### src/rtl/systolic_seq.sv
// Sequencer for the DIM x DIM systolic multiply: operand row-write tracking, wavefront enable, result readback.
// Optional cycle counter on perf_cycles is built only when SYSTOLIC_SEQ_PERF_EN is defined.
module systolic_seq #(
  parameter int DIM = 8,
  parameter int CW  = $clog2(3*DIM)
) (
  input  logic                     clk,
  input  logic                     rst,
  input  logic                     wr_valid,
  input  logic                     wr_sel,
  input  logic [$clog2(DIM)-1:0]   wr_row,
  output logic                     wr_ready,
  input  logic                     start,
  output logic                     start_err,
  output logic                     a_wren,
  output logic                     b_wren,
  output logic [$clog2(DIM)-1:0]   wr_row_q,
  output logic                     mem_en,
  output logic                     c_valid,
  output logic [$clog2(DIM)-1:0]   c_row,
  output logic                     busy,
  output logic                     done,
  output logic [31:0]              perf_cycles
);

  localparam int RW = $clog2(DIM);
  localparam logic [CW-1:0] COMP_LAST = CW'(3*DIM-3);
  localparam logic [RW-1:0] ROW_LAST  = RW'(DIM-1);

  typedef enum logic [1:0] {S_IDLE, S_COMPUTE, S_READ, S_DONE} state_t;

  state_t          r_state;
  logic [DIM-1:0]  r_a_mask;
  logic [DIM-1:0]  r_b_mask;
  logic [CW-1:0]   r_cnt;
  logic            r_a_wren;
  logic            r_b_wren;
  logic [RW-1:0]   r_wr_row_q;
  logic            r_mem_en;
  logic            r_c_valid;
  logic [RW-1:0]   r_c_row;
  logic            r_done;
  logic            r_start_err;

  logic [DIM-1:0]  w_row_dec;
  logic            w_idle;
  logic            w_full;
  logic            w_start_acc;

  for (genvar gi = 0; gi < DIM; gi++) begin : g_row_dec
    assign w_row_dec[gi] = (wr_row == RW'(gi));
  end

  assign w_idle      = (r_state == S_IDLE);
  assign w_full      = (&r_a_mask) && (&r_b_mask);
  // A write in the same cycle wins over start; start is then silently dropped.
  assign w_start_acc = w_idle && !wr_valid && start && w_full;

  always_ff @(posedge clk) begin
    if (rst) begin
      r_state     <= S_IDLE;
      r_a_mask    <= '0;
      r_b_mask    <= '0;
      r_cnt       <= '0;
      r_a_wren    <= 1'b0;
      r_b_wren    <= 1'b0;
      r_wr_row_q  <= '0;
      r_mem_en    <= 1'b0;
      r_c_valid   <= 1'b0;
      r_c_row     <= '0;
      r_done      <= 1'b0;
      r_start_err <= 1'b0;
    end else begin
      r_a_wren    <= 1'b0;
      r_b_wren    <= 1'b0;
      r_done      <= 1'b0;
      r_start_err <= 1'b0;
      case (r_state)
        S_IDLE: begin
          if (wr_valid) begin
            r_a_wren   <= !wr_sel;
            r_b_wren   <= wr_sel;
            r_wr_row_q <= wr_row;
            if (wr_sel) r_b_mask <= r_b_mask | w_row_dec;
            else        r_a_mask <= r_a_mask | w_row_dec;
          end else if (start) begin
            if (w_start_acc) begin
              r_state  <= S_COMPUTE;
              r_mem_en <= 1'b1;
              r_cnt    <= '0;
            end else begin
              r_start_err <= 1'b1;
            end
          end
        end
        S_COMPUTE: begin
          // 3*DIM-2 enable cycles let the skewed wavefront drain through the array.
          if (r_cnt == COMP_LAST) begin
            r_mem_en  <= 1'b0;
            r_c_valid <= 1'b1;
            r_c_row   <= '0;
            r_state   <= S_READ;
          end else begin
            r_cnt <= r_cnt + 1'b1;
          end
        end
        S_READ: begin
          if (r_c_row == ROW_LAST) begin
            r_c_valid <= 1'b0;
            r_c_row   <= '0;
            r_done    <= 1'b1;
            r_state   <= S_DONE;
          end else begin
            r_c_row <= r_c_row + 1'b1;
          end
        end
        S_DONE: begin
          r_a_mask <= '0;
          r_b_mask <= '0;
          r_state  <= S_IDLE;
        end
        default: r_state <= S_IDLE;
      endcase
    end
  end

  assign wr_ready  = w_idle;
  assign busy      = !w_idle;
  assign a_wren    = r_a_wren;
  assign b_wren    = r_b_wren;
  assign wr_row_q  = r_wr_row_q;
  assign mem_en    = r_mem_en;
  assign c_valid   = r_c_valid;
  assign c_row     = r_c_row;
  assign done      = r_done;
  assign start_err = r_start_err;

`ifdef SYSTOLIC_SEQ_PERF_EN
  logic [31:0] r_perf;

  // Counts the accept cycle plus every COMPUTE/READ cycle, so the done cycle
  // already shows the full start-to-done latency and it is held afterwards.
  always_ff @(posedge clk) begin
    if (rst) begin
      r_perf <= '0;
    end else if (w_start_acc) begin
      r_perf <= 32'd1;
    end else if ((r_state == S_COMPUTE || r_state == S_READ) && (r_perf != '1)) begin
      r_perf <= r_perf + 32'd1;
    end
  end

  assign perf_cycles = r_perf;
`else
  assign perf_cycles = '0;
`endif

endmodule

### config.mk
export PLATFORM = sky130hd
export DESIGN_NAME = systolic_seq
export DESIGN_NICKNAME = d
export VERILOG_FILES = /design/src/rtl/systolic_seq.sv
export SDC_FILE = /design/constraint.sdc
export NUM_CORES = 1
export LEC_CHECK = 0
export BUFFER_PORTS_ARGS = -buffer_cell sky130_fd_sc_hd__buf_2
export CORE_MARGIN = 10
export CORE_UTILIZATION = 40
export DETAILED_ROUTE_END_ITERATION = 8
export GPL_ROUTABILITY_DRIVEN = 0
export GPL_TIMING_DRIVEN = 0
export PLACE_DENSITY = 0.75
export SYNTH_ARGS = -nofsm -noshare
export SYNTH_HDL_FRONTEND = slang
export SYNTH_SLANG_ARGS = --single-unit
### constraint.sdc
create_clock -name clk -period 2.24 [get_ports clk]
set_clock_uncertainty 0.2 [all_clocks]
set_input_delay 0.448 -clock clk [delete_from_list [all_inputs] [get_ports clk]]
set_output_delay 0.448 -clock clk [all_outputs]
set_load 0.01 [all_outputs]
==> flow_summary.json <==
{
  "grt_first_pass_wirelength_mm": 6.417,
  "fin_ws_ns": 0.1934,
  "status": "finished clean",
  "reg2reg_depth": 5,
  "syn_avg_cell_area_um2": 8.519,
  "utilization": 0.5061,
  "maxCapViolations": 0,
  "critical_path_buf_inv_count": 0,
  "antenna_found_initial": 0,
  "netlist_instances": 209,
  "die_w_um": 86.72,
  "clk_latency_ns": 0.29,
  "drt-total-wl_mm": 3.958,
  "synth_top_area_cell": "dfxtp_1",
  "timing.fmax_mhz": 488.6,
  "dp_cells": 312,
  "worstPathRequired_ns": 2.26,
  "firstDrtPassIters": 4,
  "drt_iter0_drc": 79,
  "place_ws_ns": -0.1091,
  "synth_area_leaders": "dfxtp_1, buf_4, a21oi_1",
  "cpPeakStageDelay_ns": 0.53,
  "p_leak_nw": 1.031,
  "pwr_density_cell_nw_per_um2": 824.8,
  "tritoncts": "yes",
  "die_height_um": 86.72,
  "synthArstFlopShare": 0,
  "finalHoldViolCount": 0,
  "cpMaxStageDelayCell": "or4b_1",
  "synthFlopType": "dfxtp_1",
  "slew_violations": 0,
  "final_cell_mix": "dfxtp_1, buf_4, conb_1",
  "drc_errors": 0,
  "track_usage": 0.1047,
  "yosysWarnings": 0,
  "cts.hold.buffers_added": 0,
  "period_share": 0.9137,
  "hold_class": "primary input to flop",
  "ys_seq_area_frac": 0.3935,
  "worstSetupPathType": "flop to flop",
  "antenna_cells": 0,
  "dieArea_um2": 7519,
  "routedWlPerCell_um": 12.37,
  "ir_worst_vdd_mv": 0.3535,
  "io_pins": 54,
  "cp.arrival_ns": 2.06,
  "holdPathStages": 2,
  "synthDistinctLibCells": 35,
  "netlist_area_um2": 1780,
  "synth_edf_count": 0,
  "num_vias": 1531,
  "globalRouteOverflowTotal": 0,
  "crit_path_start_kind": "flop",
  "ant_nets": 0,
  "grt_pass1_vias": 1445,
  "core_um2": 4324,
  "critical_path_depth": 5,
  "root_buffer": "clkbuf_8",
  "finalPower_w": 0.001805,
  "place.detailed.hpwl_mm": 3.132,
  "finalNonFillerCells": 320,
  "min_period_ns": 2.047,
  "final_layout_size_suffix_gt1_frac": 0.2537,
  "clk_path_buf_depth": 2,
  "synth-seq-cells": 35,
  "post_cts.repair.setup_buffers": 0,
  "cp_max_fo": 7,
  "initial_core_util": 0.4117,
  "synth.top_cell.area_share": 0.3935,
  "rows": 24,
  "setup_viol": 0,
  "syn_to_final_growth_pct": 22.91,
  "cts_made_buffers": 5,
  "layout_commonest_cell": "dfxtp_1",
  "clk_pin_slew_ns": 0.07,
  "rsz0062_at_grt": "false",
  "grt_max_degree": 12,
  "critical_path.cell_chain": "nand4_2 > nor4_4 > a31oi_2 > or4b_1 > a31oi_1",
  "final_nets": 284,
  "place.port_buffers": 20,
  "clock_sinks": 35,
  "end_kind": "flop",
  "crit_family": "simple AND/OR/NAND/NOR gates",
  "viasPerCell": 4.784,
  "htreeDepth": 2
}
## cells in the mapped netlist (4+ instances only)
master    instances
o21ai_0           9
buf_4            32
nand4b_1          4
nand3_1           9
ha_1              9
a31oi_1           7
inv_1             6
nor2_1           24
a21oi_1          24
clkbuf_1          4
dfxtp_1          35
nand2_1          11
## metrics by stage
step / setup TNS [ns] / area [um2] / hold slack, ns
6_report: 0 / 2188 / 0.2016
4_1_cts: 0 / 2181 / 0.1882
2_1_floorplan: 0 / 1897 / 0.2364
3_5_place_dp: -0.3793 / 2062 / 0.2486
5_1_grt: 0 / 2188 / 0.1881
3_3_place_gp: -0.2306 / 2062 / 0.2424
## state kept, by name, summed over array words and instances (netlist names)
| register | count |
|---|---|
| done | 1 |
| c_valid | 1 |
| r_cnt | 5 |
| wr_row_q | 3 |
| start_err | 1 |
| c_row | 3 |
| b_wren | 1 |
| r_a_mask | 8 |
| r_b_mask | 8 |
| mem_en | 1 |
| r_state | 2 |
| a_wren | 1 |
## power by group
part | switching, W | internal (W) | leakage [nW]
Sequential | 0.0000269 | 0.000666 | 0.284
Clock | 0.000230 | 0.000360 | 0.0612
Combinational | 0.000326 | 0.000196 | 0.686
## area by class of cell
type	instances	area, um2
clock inverters	2	35.03
multi-input cells	161	917.1
clock buffers	6	82.58
plain buffers	38	265.3
flip-flops and latches	35	700.7
inverters	6	22.52
well taps	52	65.06
fillers	444	2136
repair buffers	20	100.1
## layer usage
metal  part of all wire  up-vias  global-route usage
met5                  0        -                   0
met4              0.015        0             0.05007
met3              0.068        7             0.04128
li1                   -      788                   -
met1               0.41      706              0.1063
met2               0.51       30              0.1832
## timing repair
item                       in CTS  in global routing
hold endpoints to repair        0                  0
setup endpoints to repair       7                  4
resized for setup               1                  2
## worst paths after layout
kind	from	to	slack [ns]
max	r_a_mask[2]$_SDFFE_PP0P_	r_cnt[4]$_SDFFE_PP0P_	0.19
min reg2reg	wr_row_q[0]$_SDFFE_PP0P_	wr_row_q[0]$_SDFFE_PP0P_	0.26
max reg2reg	r_a_mask[2]$_SDFFE_PP0P_	r_cnt[4]$_SDFFE_PP0P_	0.19
min	wr_sel	a_wren$_SDFF_PP0_	0.20
## cell families (layout without fill, tap and decap cells)
logic type	after synthesis	after routing	share of synthesized area
DFF	35	35	0.3935
buffers and inverters	44	72	0.1609
other	1	32	0.002106
muxes	1	1	0.005622
adders and majority gates	9	9	0.06325
AOI/OAI and AO/OA	50	50	0.1659
and+or+nand+nor	69	69	0.2087
(Power assumes the default switching activity.)
